`src/rtl/nn_pkg.sv`:
```
`default_nettype none
// +----------------------------------------------------------------------+
// | Module      : nn_pkg                                                 |
// | Description : Shared types and helpers for the neural-net datapath:  |
// |               FP32 constants, the matmul sequencer state encoding    |
// |               and a constant-evaluable ceil(log2) helper.            |
// | Revision    : 1.0 - initial release                                  |
// +----------------------------------------------------------------------+
package nn_pkg;

  localparam int          S_FP32   = 32;
  localparam logic [31:0] FP_ONE_5 = 32'h40a00000;  // 5.0 in IEEE-754 single

  typedef enum logic [1:0] {
    IDLE = 2'd0,
    LOAD = 2'd1,
    RUN  = 2'd2,
    RESP = 2'd3
  } state_e;

  // ceil(log2(value)); 0 for value <= 1.
  function automatic int clog2(input int value);
    int r;
    int v;
    r = 0;
    v = value - 1;
    while (v > 0) begin
      r = r + 1;
      v = v >> 1;
    end
    return r;
  endfunction

endpackage
`default_nettype wire

```
`src/rtl/rr_arbiter.sv`:
```
`default_nettype none
// +----------------------------------------------------------------------+
// | Module      : rr_arbiter                                             |
// | Description : Combinational round-robin pick. Scans req_i starting   |
// |               at ptr_i and wrapping at NREQ; the first set bit wins. |
// | Ports       : req_i    - request vector                              |
// |               ptr_i    - highest-priority index for this pick        |
// |               onehot_o - one-hot winner (0 when no request)          |
// |               idx_o    - winner index (0 when no request)            |
// |               any_o    - at least one request is pending             |
// | Revision    : 1.0 - initial release                                  |
// +----------------------------------------------------------------------+
module rr_arbiter
  import nn_pkg::*;
#(
  parameter  int NREQ = 4,
  localparam int IW   = (NREQ > 1) ? clog2(NREQ) : 1
) (
  input  logic [NREQ-1:0] req_i,
  input  logic [IW-1:0]   ptr_i,
  output logic [NREQ-1:0] onehot_o,
  output logic [IW-1:0]   idx_o,
  output logic            any_o
);

  int            cand;
  logic [IW-1:0] cidx;
  logic          found;

  always_comb begin
    onehot_o = '0;
    idx_o    = '0;
    found    = 1'b0;
    cand     = 0;
    cidx     = '0;
    for (int k = 0; k < NREQ; k++) begin
      // Candidate index ptr+k folded back into 0..NREQ-1 (works for any NREQ).
      cand = int'(ptr_i) + k;
      if (cand >= NREQ) cand = cand - NREQ;
      cidx = IW'(cand);
      if (!found && req_i[cidx]) begin
        found          = 1'b1;
        onehot_o[cidx] = 1'b1;
        idx_o          = cidx;
      end
    end
  end

  assign any_o = |req_i;

endmodule
`default_nettype wire

```
`src/rtl/matmul_arbiter.sv`:
```
`default_nettype none
// +----------------------------------------------------------------------+
// | Module      : matmul_arbiter                                         |
// | Description : Shares one matmul engine among NREQ requesters. Picks  |
// |               a requester round-robin, latches its operands, pulses  |
// |               the engine start while holding it in reset, runs it    |
// |               until done (or watchdog abort) and returns the result  |
// |               with a one-cycle rsp_valid pulse.                      |
// | Ports       : clk, rst            - clock, sync active-high reset    |
// |               req, a_in, b_in     - requester levels and operands    |
// |               gnt                 - one-hot grant, grant..RESP       |
// |               rsp_valid/err/data  - response to the served requester |
// |               mm_rst_n/start/a/b  - engine control and operands      |
// |               mm_o, mm_done       - engine result and completion     |
// | Revision    : 1.0 - initial release                                  |
// +----------------------------------------------------------------------+
module matmul_arbiter
  import nn_pkg::*;
#(
  parameter int S       = S_FP32,
  parameter int H       = 2,
  parameter int C       = 2,
  parameter int W       = 2,
  parameter int NREQ    = 4,
  parameter int TIMEOUT = 1024
) (
  input  logic                  clk,
  input  logic                  rst,
  input  logic [NREQ-1:0]       req,
  input  logic [NREQ*H*C*S-1:0] a_in,
  input  logic [NREQ*C*W*S-1:0] b_in,
  output logic [NREQ-1:0]       gnt,
  output logic [NREQ-1:0]       rsp_valid,
  output logic                  rsp_err,
  output logic [H*W*S-1:0]      rsp_data,
  output logic                  mm_rst_n,
  output logic                  mm_start,
  output logic [H*C*S-1:0]      mm_a,
  output logic [C*W*S-1:0]      mm_b,
  input  logic [H*W*S-1:0]      mm_o,
  input  logic                  mm_done
);

  localparam int AW = H * C * S;
  localparam int BW = C * W * S;
  localparam int OW = H * W * S;
  localparam int IW = (NREQ > 1) ? clog2(NREQ) : 1;
  localparam int CW = clog2(TIMEOUT);

  state_e          state_q, state_d;
  logic [IW-1:0]   rr_ptr_q, rr_ptr_d;
  logic [IW-1:0]   idx_q, idx_d;
  logic [CW-1:0]   cnt_q, cnt_d;
  logic [NREQ-1:0] gnt_q, gnt_d;
  logic [NREQ-1:0] rsp_valid_q, rsp_valid_d;
  logic            rsp_err_q, rsp_err_d;
  logic [OW-1:0]   rsp_data_q, rsp_data_d;
  logic [AW-1:0]   mm_a_q, mm_a_d;
  logic [BW-1:0]   mm_b_q, mm_b_d;
  logic            mm_start_q, mm_start_d;
  logic            mm_rst_n_q, mm_rst_n_d;

  logic [NREQ-1:0] win_onehot;
  logic [IW-1:0]   win_idx;
  logic            win_any;
  logic            timeout;

  logic [AW-1:0]   a_slices [NREQ];
  logic [BW-1:0]   b_slices [NREQ];

  for (genvar g = 0; g < NREQ; g++) begin : g_slice
    assign a_slices[g] = a_in[g*AW +: AW];
    assign b_slices[g] = b_in[g*BW +: BW];
  end

  rr_arbiter #(.NREQ(NREQ)) u_rr (
    .req_i    (req),
    .ptr_i    (rr_ptr_q),
    .onehot_o (win_onehot),
    .idx_o    (win_idx),
    .any_o    (win_any)
  );

  // Last permitted RUN cycle; a done sampled on this same cycle still wins.
  assign timeout = (cnt_q == CW'(TIMEOUT - 1));

  // State register plus all registered outputs.
  always_ff @(posedge clk) begin
    if (rst) begin
      state_q     <= IDLE;
      rr_ptr_q    <= '0;
      idx_q       <= '0;
      cnt_q       <= '0;
      gnt_q       <= '0;
      rsp_valid_q <= '0;
      rsp_err_q   <= 1'b0;
      rsp_data_q  <= '0;
      mm_a_q      <= '0;
      mm_b_q      <= '0;
      mm_start_q  <= 1'b0;
      mm_rst_n_q  <= 1'b0;
    end else begin
      state_q     <= state_d;
      rr_ptr_q    <= rr_ptr_d;
      idx_q       <= idx_d;
      cnt_q       <= cnt_d;
      gnt_q       <= gnt_d;
      rsp_valid_q <= rsp_valid_d;
      rsp_err_q   <= rsp_err_d;
      rsp_data_q  <= rsp_data_d;
      mm_a_q      <= mm_a_d;
      mm_b_q      <= mm_b_d;
      mm_start_q  <= mm_start_d;
      mm_rst_n_q  <= mm_rst_n_d;
    end
  end

  // Next-state logic. mm_done is not looked at in LOAD, so a done left over
  // from the previous job can never end the new one early.
  always_comb begin
    state_d = state_q;
    case (state_q)
      IDLE:    if (win_any) state_d = LOAD;
      LOAD:    state_d = RUN;
      RUN:     if (mm_done || timeout) state_d = RESP;
      RESP:    state_d = IDLE;
      default: state_d = IDLE;
    endcase
  end

  // Output logic: next values of every registered output, keyed on the
  // transition being taken so the outputs line up with the new state.
  always_comb begin
    rr_ptr_d    = rr_ptr_q;
    idx_d       = idx_q;
    cnt_d       = cnt_q;
    gnt_d       = gnt_q;
    rsp_valid_d = '0;
    rsp_err_d   = rsp_err_q;
    rsp_data_d  = rsp_data_q;
    mm_a_d      = mm_a_q;
    mm_b_d      = mm_b_q;
    mm_start_d  = 1'b0;
    mm_rst_n_d  = 1'b0;
    case (state_q)
      IDLE: begin
        if (win_any) begin
          gnt_d      = win_onehot;
          idx_d      = win_idx;
          mm_a_d     = a_slices[win_idx];
          mm_b_d     = b_slices[win_idx];
          mm_start_d = 1'b1;
        end
      end
      LOAD: begin
        cnt_d      = '0;
        mm_rst_n_d = 1'b1;
      end
      RUN: begin
        cnt_d      = cnt_q + 1'b1;
        mm_rst_n_d = 1'b1;
        if (mm_done) begin
          rsp_data_d  = mm_o;
          rsp_err_d   = 1'b0;
          rsp_valid_d = gnt_q;
          mm_rst_n_d  = 1'b0;
        end else if (timeout) begin
          rsp_data_d  = '0;
          rsp_err_d   = 1'b1;
          rsp_valid_d = gnt_q;
          mm_rst_n_d  = 1'b0;
        end
      end
      RESP: begin
        gnt_d    = '0;
        rr_ptr_d = (int'(idx_q) == NREQ - 1) ? '0 : idx_q + 1'b1;
      end
      default: ;
    endcase
  end

  assign gnt       = gnt_q;
  assign rsp_valid = rsp_valid_q;
  assign rsp_err   = rsp_err_q;
  assign rsp_data  = rsp_data_q;
  assign mm_rst_n  = mm_rst_n_q;
  assign mm_start  = mm_start_q;
  assign mm_a      = mm_a_q;
  assign mm_b      = mm_b_q;

endmodule
`default_nettype wire

```
`config.mk`:
```
export PLATFORM = sky130hd
export DESIGN_NAME = matmul_arbiter
export DESIGN_NICKNAME = d
export VERILOG_FILES = /design/src/rtl/nn_pkg.sv /design/src/rtl/rr_arbiter.sv /design/src/rtl/matmul_arbiter.sv
export SDC_FILE = /design/constraint.sdc
export NUM_CORES = 1
export LEC_CHECK = 0
export ABC_AREA = 1
export ABC_CLOCK_PERIOD_IN_PS = 3900
export BUFFER_PORTS_ARGS = -buffer_cell sky130_fd_sc_hd__buf_4
export CORE_AREA = 8 8 607 609
export DETAILED_ROUTE_END_ITERATION = 8
export DIE_AREA = 0 0 615 617
export GPL_TIMING_DRIVEN = 0
export PLACE_DENSITY = 0.31
export SLEW_MARGIN = 0
export SYNTH_ARGS = -nofsm -noshare
export SYNTH_HDL_FRONTEND = slang
export SYNTH_SLANG_ARGS = --single-unit
export TNS_END_PERCENT = 30
```
`constraint.sdc`:
```
create_clock -name clk -period 3.9 [get_ports clk]
set_input_delay 0.585 -clock clk [delete_from_list [all_inputs] [get_ports clk]]
set_output_delay 0.585 -clock clk [all_outputs]
set_load 0.02 [all_outputs]
```
# ---- Word level (Yosys, flattened, before mapping)
# Index checks and enable logic that the tools add are counted.
dict set report word_totals {
  regBits 411
  input_bits 1159
  output_inout_bits 395
  elab_cells 123
}
dict set report classes {
  n_addsub 9
  n_lt_le_gt_ge 13
  n_eq_ne 7
  muxes 54
  n_bitwise 6
  n_reduce_logical 22
}
# op count
set op_table {}
lappend op_table {{two-way mux 128 bit} 6}
lappend op_table {{binary-select mux 128 bit (select 2 bit)} 2}
lappend op_table {{two-way mux 4 bit} 7}
lappend op_table {{two-way mux 2 bit} 11}
lappend op_table {{case mux 10 bit (2 select lines)} 1}
lappend op_table {{two-way mux 1 bit} 16}
lappend op_table {{greater-or-equal comparator 3 bit (second input constant)} 4}
lappend op_table {{less-than comparator 2 x 3 -> 1 bit (second input constant)} 4}
lappend op_table {{bitwise OR 4 bit} 3}
lappend op_table {{adder 10 x 1 -> 10 bit (second input constant)} 1}
lappend op_table {{== test 10 bit (second input constant)} 1}
lappend op_table {{binary-select mux 1 bit (select 2 bit)} 4}
lappend op_table {{demux 1 bit (select 2 bit)} 4}
lappend op_table {{greater-or-equal comparator 2 x 1 -> 1 bit (second input constant)} 4}
lappend op_table {{case mux 2 bit (4 select lines)} 1}
lappend op_table {{case mux 4 bit (2 select lines)} 1}
lappend op_table {{AND reduction 2 bit} 4}
lappend op_table {{subtractor 2 x 1 -> 2 bit (second input constant)} 4}
lappend op_table {{logical AND 1 bit} 7}
lappend op_table {{adder 2 x 2 -> 3 bit (second input constant)} 2}
lappend op_table {{nonzero test 2 bit} 3}
lappend op_table {{== test 2 x 1 -> 1 bit (second input constant)} 2}
lappend op_table {{== test 2 bit (second input constant)} 2}
lappend op_table {{OR reduction 2 bit} 2}
lappend op_table {{other kinds (12)} 15}

# ---- Logic depth before layout (Yosys ltp)
dict set report depth {
  word_depth 18
  depth_mapped 18
  ltp_nobuf 16
}

# ---- Modules after synthesis
# Synthesis repeated with hierarchy kept, for this count alone.
dict set report hier_totals {
  hier_cells 3593
  hier_area_um2 22610.4
}
# mod n_inst cells_per_inst area_per_inst_um2 seq_area_each_um2
set by_module_without_submodules {}
lappend by_module_without_submodules {matmul_arbiter 1 3519 22165.0 8227.9}
lappend by_module_without_submodules {rr_arbiter 1 74 445.4 0.0}

# ---- Worst setup path after synthesis
# No wires, ideal clock.
dict set report synth_timing {
  path_type {flip-flop to flip-flop}
  startpoint {reg rr_ptr_q[0]}
  endpoint {reg mm_a_q[10] (netlist: mm_a[10])}
  setup_ns 0.109
  arrival_ns 2.204
  t_required_ns 3.791
  setup_slack_ns 1.587
  stages_incl_launch_ff 19
  path_buffers 3
  period_less_slack_ns 2.313
  cell_sequence {dfxtp_1 buf_6 inv_4 ha_1 inv_1 nand3_1 nand2_1 nor2_2 nand2_1 nand2_1 nand2_4 nand2_8 buf_6 buf_2 nand2_1 nand3_1 nand3_1 nand2_1 inv_1}
}
dict set report synth_between {
  elab_chain_cells 18
  word_cells_on_any_way 40
  cone_classes {add/sub: 7; order compare: 4; mux: 22; bitwise: 1; reduce/logical: 6}
}
# element line
set synth_lines {}
lappend synth_lines {{start, declared} matmul_arbiter.sv:51} ;# logic [IW-1:0] rr_ptr_q, rr_ptr_d;
lappend synth_lines {{start signal, assigned} matmul_arbiter.sv:104} ;# rr_ptr_q <= rr_ptr_d;
lappend synth_lines {{branches (longest 13 deep; another with adder 2 x 1 -> 3 bit)} n/a}
lappend synth_lines {{two-way mux 2 bit *} rr_arbiter.sv:41} ;# if (!found && req_i[cidx]) begin
lappend synth_lines {{NOT 2 -> 3 bit (implied by the code) *} matmul_arbiter.sv:150} ;# mm_a_d = a_slices[win_idx];
lappend synth_lines {{binary-select mux 128 bit (select 2 bit) *} matmul_arbiter.sv:150}
lappend synth_lines {{two-way mux 128 bit (implied by the code) * (2 in a row)} matmul_arbiter.sv:150}
lappend synth_lines {{end signal, assigned} matmul_arbiter.sv:111} ;# mm_a_q <= mm_a_d;
lappend synth_lines {{end, declared} matmul_arbiter.sv:58} ;# logic [AW-1:0] mm_a_q, mm_a_d;
# Mark *: on every way between the ends. The select of a mux whose other input is x is not followed.
# A chain may end at the register's enable or synchronous reset.

# ---- Final worst setup path
dict set report layout_timing {
  startpoint {reg rr_ptr_q[0]}
  endpoint {reg mm_a_q[42] (netlist: mm_a[42])}
}
# The elaborated chain is that of the path after synthesis.

==> metrics.txt <==
# TYPE chip_impl_metric gauge
chip_impl_info{name="run_status",value="finished, violations left"} 1
chip_impl_info{name="violations",value="max-capacitance violations, max-slew violations"} 1
chip_impl_info{name="cell_chain_of_the_critical_path",value="buf_6 -> inv_4 -> ha_1 -> inv_1 -> nand3_1 -> nand2_1 -> nor2_2 -> nand2_1 -> nand2_1 -> nand2_8 -> nand2_8 -> buf_12 -> buf_8 -> buf_4 -> nand2_1 -> nand3_1 -> nand3_1 -> nand2_1 -> inv_1"} 1
chip_impl_metric{name="final_count_of_negative_setup_slack_endpoints",unit=""} 0
chip_impl_metric{name="fmax",unit="MHz"} 268.0
chip_impl_metric{name="die_h",unit="um"} 617
chip_impl_metric{name="detail_route.first_pass.iterations",unit=""} 7
chip_impl_metric{name="yosysWarnings",unit=""} 0
chip_impl_metric{name="worst_pin_slew",unit="ns"} 1.506
chip_impl_metric{name="final_max_slew_viol_count",unit=""} 10
chip_impl_metric{name="clock-skew-final",unit="ns"} 0.08193
chip_impl_metric{name="post_dp_hpwl",unit="um"} 287200
chip_impl_metric{name="first_global_vias",unit=""} 39810
chip_impl_metric{name="min_path_cells",unit=""} 3
chip_impl_info{name="path_delay_family",value="simple AND/OR/NAND/NOR gates"} 1
chip_impl_metric{name="synth.net_count",unit=""} 6324
chip_impl_info{name="synthTopCellsByArea",value="dfxtp_1 (29%), nand3_1 (23%), inv_1 (17%), nand2_1 (14%), nor2_1 (7.3%)"} 1
chip_impl_metric{name="drt-wirelength-per-cell",unit="um"} 27.98
chip_impl_info{name="layout.cells.most_common",value="buf_4"} 1
chip_impl_metric{name="die_w",unit="um"} 615
chip_impl_metric{name="finalCritPeriodShare",unit=""} 0.9568
chip_impl_metric{name="drc",unit=""} 0
chip_impl_metric{name="avgViaCountPerCell",unit=""} 3.356
chip_impl_metric{name="core-area",unit="mm2"} 0.3581
chip_impl_metric{name="drt.antenna.violating_nets",unit=""} 0
chip_impl_metric{name="htreeDepth",unit=""} 3
chip_impl_metric{name="die_area",unit="mm2"} 0.3795
chip_impl_metric{name="area.sequential",unit="mm2"} 0.008230
chip_impl_info{name="timing.critical_path.from_type",value="register"} 1
chip_impl_info{name="top_library_cells_by_usage_in_the_layout_fill_and_taps_aside",value="buf_4 (1,594), inv_1 (1,298), nand3_1 (1,248)"} 1
chip_impl_metric{name="power_density",unit="mW/mm2"} 820.6
chip_impl_metric{name="cts_made_buffers",unit=""} 70
chip_impl_info{name="ys.flop_type",value="dfxtp_1"} 1
chip_impl_info{name="rr_endpoint",value="mm_a[42]$_SDFFE_PP0P_"} 1
chip_impl_metric{name="cts.reportedPaths.clkPinSlew",unit="ns"} 0.06
chip_impl_metric{name="place.gp.congestion",unit=""} 0.8856
chip_impl_metric{name="antenna_found_initial",unit=""} 115
chip_impl_metric{name="final.fill_count",unit=""} 42480
chip_impl_info{name="setup.worst_path.class",value="reg -> reg"} 1
chip_impl_metric{name="met1_usage",unit=""} 0.1863
chip_impl_info{name="timing.hold.worst_endpoint",value="rsp_data[96]$_SDFFE_PP0P_"} 1
chip_impl_metric{name="grt_pass1_wl",unit="um"} 413300
chip_impl_metric{name="synth-async-reset-ratio",unit=""} 0
chip_impl_metric{name="p_leak",unit="nW"} 27.08
chip_impl_metric{name="syn_avg_cell_area",unit="um2"} 5.542
chip_impl_metric{name="cell_count_after_synthesis",unit=""} 5150
chip_impl_metric{name="yosysUniqueCellTypes",unit=""} 38
chip_impl_metric{name="critPathRequiredTime",unit="ns"} 4.50
chip_impl_info{name="timing.critical_path.to_type",value="register"} 1
chip_impl_info{name="tritoncts",value="yes"} 1
chip_impl_metric{name="nets",unit=""} 8017
chip_impl_metric{name="crit_path_max_incr_delay",unit="ns"} 0.40
chip_impl_metric{name="multi_input_combinational_cell_area",unit="mm2"} 0.01397
chip_impl_metric{name="cts_num_sinks",unit=""} 411
chip_impl_metric{name="depth_of_the_critical_timing_path_with_buffers_and_inverters_included",unit=""} 19
chip_impl_metric{name="maximum_buffer_depth_of_the_clock_tree",unit=""} 4
chip_impl_info{name="critical-path-slowest-cell",value="dfxtp_2"} 1
chip_impl_metric{name="r2r_slack",unit="ns"} 0.17
chip_impl_metric{name="io_pins",unit=""} 1554
chip_impl_metric{name="worst_slew_margin_rel",unit=""} -0.003870
chip_impl_metric{name="grt.overflow.total",unit=""} 0
chip_impl_metric{name="number_of_synthesized_register_bits",unit=""} 411
chip_impl_metric{name="setup_tns",unit="ns"} 0
chip_impl_metric{name="global_route.usage.total",unit=""} 0.1641
chip_impl_metric{name="drv.max_cap_violation_count",unit=""} 1
chip_impl_metric{name="area_growth",unit="%"} 73.78
chip_impl_metric{name="synth-seq-area-share",unit=""} 0.2883
chip_impl_metric{name="dr.first_iter.drc_count",unit=""} 2630
chip_impl_metric{name="utilization",unit=""} 0.1385
chip_impl_metric{name="pin_count_of_the_biggest_net_entering_global_routing",unit=""} 20
chip_impl_info{name="critical-path-top-cell-by-count",value="nand2_1"} 1
chip_impl_info{name="cts_root_buf",value="clkbuf_16"} 1
chip_impl_metric{name="grtUsageMet3",unit=""} 0.04949
chip_impl_metric{name="worst-path-buf-inv",unit=""} 7
chip_impl_metric{name="synthesis.area",unit="mm2"} 0.02854
chip_impl_metric{name="cp.arrival",unit="ns"} 4.33
chip_impl_metric{name="post-route-min-period",unit="ns"} 3.732
chip_impl_metric{name="clkLatencyLatePin",unit="ns"} 0.76
chip_impl_metric{name="layout-drive-gt1-share",unit=""} 0.2819
chip_impl_metric{name="groute.layer.met2.usage",unit=""} 0.3035
chip_impl_info{name="worst_r2r_src",value="rr_ptr_q[0]$_SDFFE_PP0P_"} 1
chip_impl_info{name="hp-start",value="mm_o[96]"} 1
chip_impl_metric{name="portbufs",unit=""} 1552
chip_impl_info{name="synth_largest_area_cell",value="dfxtp_1"} 1
chip_impl_metric{name="report.final.hold_viol_count",unit=""} 0
chip_impl_info{name="hold_path_class",value="in -> reg"} 1
chip_impl_metric{name="worst_ir_drop_vdd",unit="mV"} 0.2890
chip_impl_info{name="setup_repair_after_global_routing_missed_its_margin",value="yes"} 1
chip_impl_metric{name="starting_density_of_the_core",unit=""} 0.07970
chip_impl_metric{name="synth_enable_flop_cells",unit=""} 0
chip_impl_info{name="globalRoute.busiestLayer",value="met2"} 1
chip_impl_metric{name="detail_route.wirelength",unit="um"} 327200
chip_impl_metric{name="worst_r2r_path_depth",unit=""} 19
chip_impl_metric{name="netlist.area_leader.share",unit=""} 0.2883
chip_impl_metric{name="number_of_placement_rows",unit=""} 220
chip_impl_metric{name="crit_path_max_fanout",unit=""} 12
chip_impl_metric{name="dr_total_vias",unit=""} 39250
## stage by stage
| stage | hold slack [ns] | power, mW | setup WS, ns | area, um2 | cells |
|---|---|---|---|---|---|
| 2_1_floorplan | 0.4627 | 19.20 | 1.587 | 28540 | 5150 |
| 3_3_place_gp | 0.4522 | 35.20 | -1.508 | 46170 | 11480 |
| 3_5_place_dp | 0.4539 | 35.12 | -0.9964 | 46260 | 11480 |
| 4_1_cts | 0.001095 | 42.14 | 0.004214 | 49370 | 11660 |
| 5_1_grt | 0.04371 | 43.81 | -0.03411 | 49550 | 11670 |
| 6_report | 0.08610 | 40.70 | 0.1685 | 49600 | 11700 |
## worst reg2reg max path, stage by stage (launching register included)
cell and delay (ns):
dfxtp_2 0.40, buf_6 0.16, inv_4 0.08, ha_1 0.40, inv_1 0.11, nand3_1 0.09
nand2_1 0.11, nor2_2 0.21, nand2_1 0.08, nand2_1 0.16, nand2_8 0.20, nand2_8 0.19
buf_12 0.14, buf_8 0.24, buf_4 0.37, nand2_1 0.07, nand3_1 0.09, nand3_1 0.28
nand2_1 0.15, inv_1 0.04
## cell usage after synthesis (2+ instances only)
library cell	count
inv_1	1299
dfxtp_1	411
a21oi_1	113
nand2_4	2
nor3_1	11
nand2_2	2
a22oi_1	31
o21ai_1	2
o2111ai_1	2
buf_2	169
buf_4	32
ha_1	15
nor4_1	2
buf_1	27
nand4_1	3
nand2_1	1030
clkbuf_1	121
nand3_1	1290
o21ai_0	7
nor2_1	558
buf_6	6
## repair_timing
item	in CTS	in global routing
hold buffers	61	0
setup buffers	5	0
resized for setup	73	35
pin swaps	1	0
endpoints found under the hold margin	61	0
endpoints found under the setup margin	227	119
cloned	0	0
## how the worst max path moves through the flow
stage | startpoint | endpoint | slack, ns
floorplan | rr_ptr_q[0]$_SDFFE_PP0P_ | mm_a[10]$_SDFFE_PP0P_ | 1.59
global placement | req[3] | mm_b[80]$_SDFFE_PP0P_ | -1.51
global route | rr_ptr_q[0]$_SDFFE_PP0P_ | mm_a[39]$_SDFFE_PP0P_ | -0.03
CTS | rr_ptr_q[0]$_SDFFE_PP0P_ | mm_b[93]$_SDFFE_PP0P_ | 0.004
finish | rr_ptr_q[0]$_SDFFE_PP0P_ | mm_a[42]$_SDFFE_PP0P_ | 0.17
detailed placement | rr_ptr_q[0]$_SDFFE_PP0P_ | mm_b[72]$_SDFFE_PP0P_ | -1.0
## final cells by class
| cell class | instances | share of cell area |
|---|---|---|
| plain buffers | 355 | 0.03807 |
| flip-flops and latches | 411 | 0.1659 |
| well taps | 4773 | 0.1204 |
| diodes | 33 | 0.001665 |
| clock inverters | 27 | 0.004667 |
| inverters | 1301 | 0.09851 |
| clock buffers | 91 | 0.03895 |
| multi-input cells | 3082 | 0.2816 |
| repair buffers | 1622 | 0.2502 |
## cell families after synthesis
logic type | synth area share
AND/OR/NAND/NOR | 0.4414
buffers and inverters | 0.2313
flip-flops | 0.2883
AO/OA/AOI/OAI | 0.03209
adder cells (fa/ha/maj) | 0.006575
XOR/XNOR | 0.0003069
## sequential cells by signal, summed over array words and instances, names as in the netlist
| name | count |
|---|---|
| idx_q | 2 |
| gnt | 4 |
| rr_ptr_q | 2 |
| mm_a | 128 |
| rsp_data | 128 |
| mm_b | 128 |
| rsp_valid | 4 |
| rsp_err | 1 |
| state_q | 2 |
| mm_rst_n | 1 |
| mm_start | 1 |
| cnt_q | 10 |
## metal layers
layer  up-vias  part of all wire
met4        30             0.020
met3       306             0.076
li1      18890                 -
met1     18560              0.39
met2      1467              0.51
met5         -           0.00055
## power by group
group          internal (mW)  leakage [nW]  switching (mW)
combinational           7.77          22.6            19.9
clock                   3.62          1.05            2.61
sequential              5.81          3.39           0.964
total                   17.2          27.1            23.5
(Power assumes the default switching activity.)
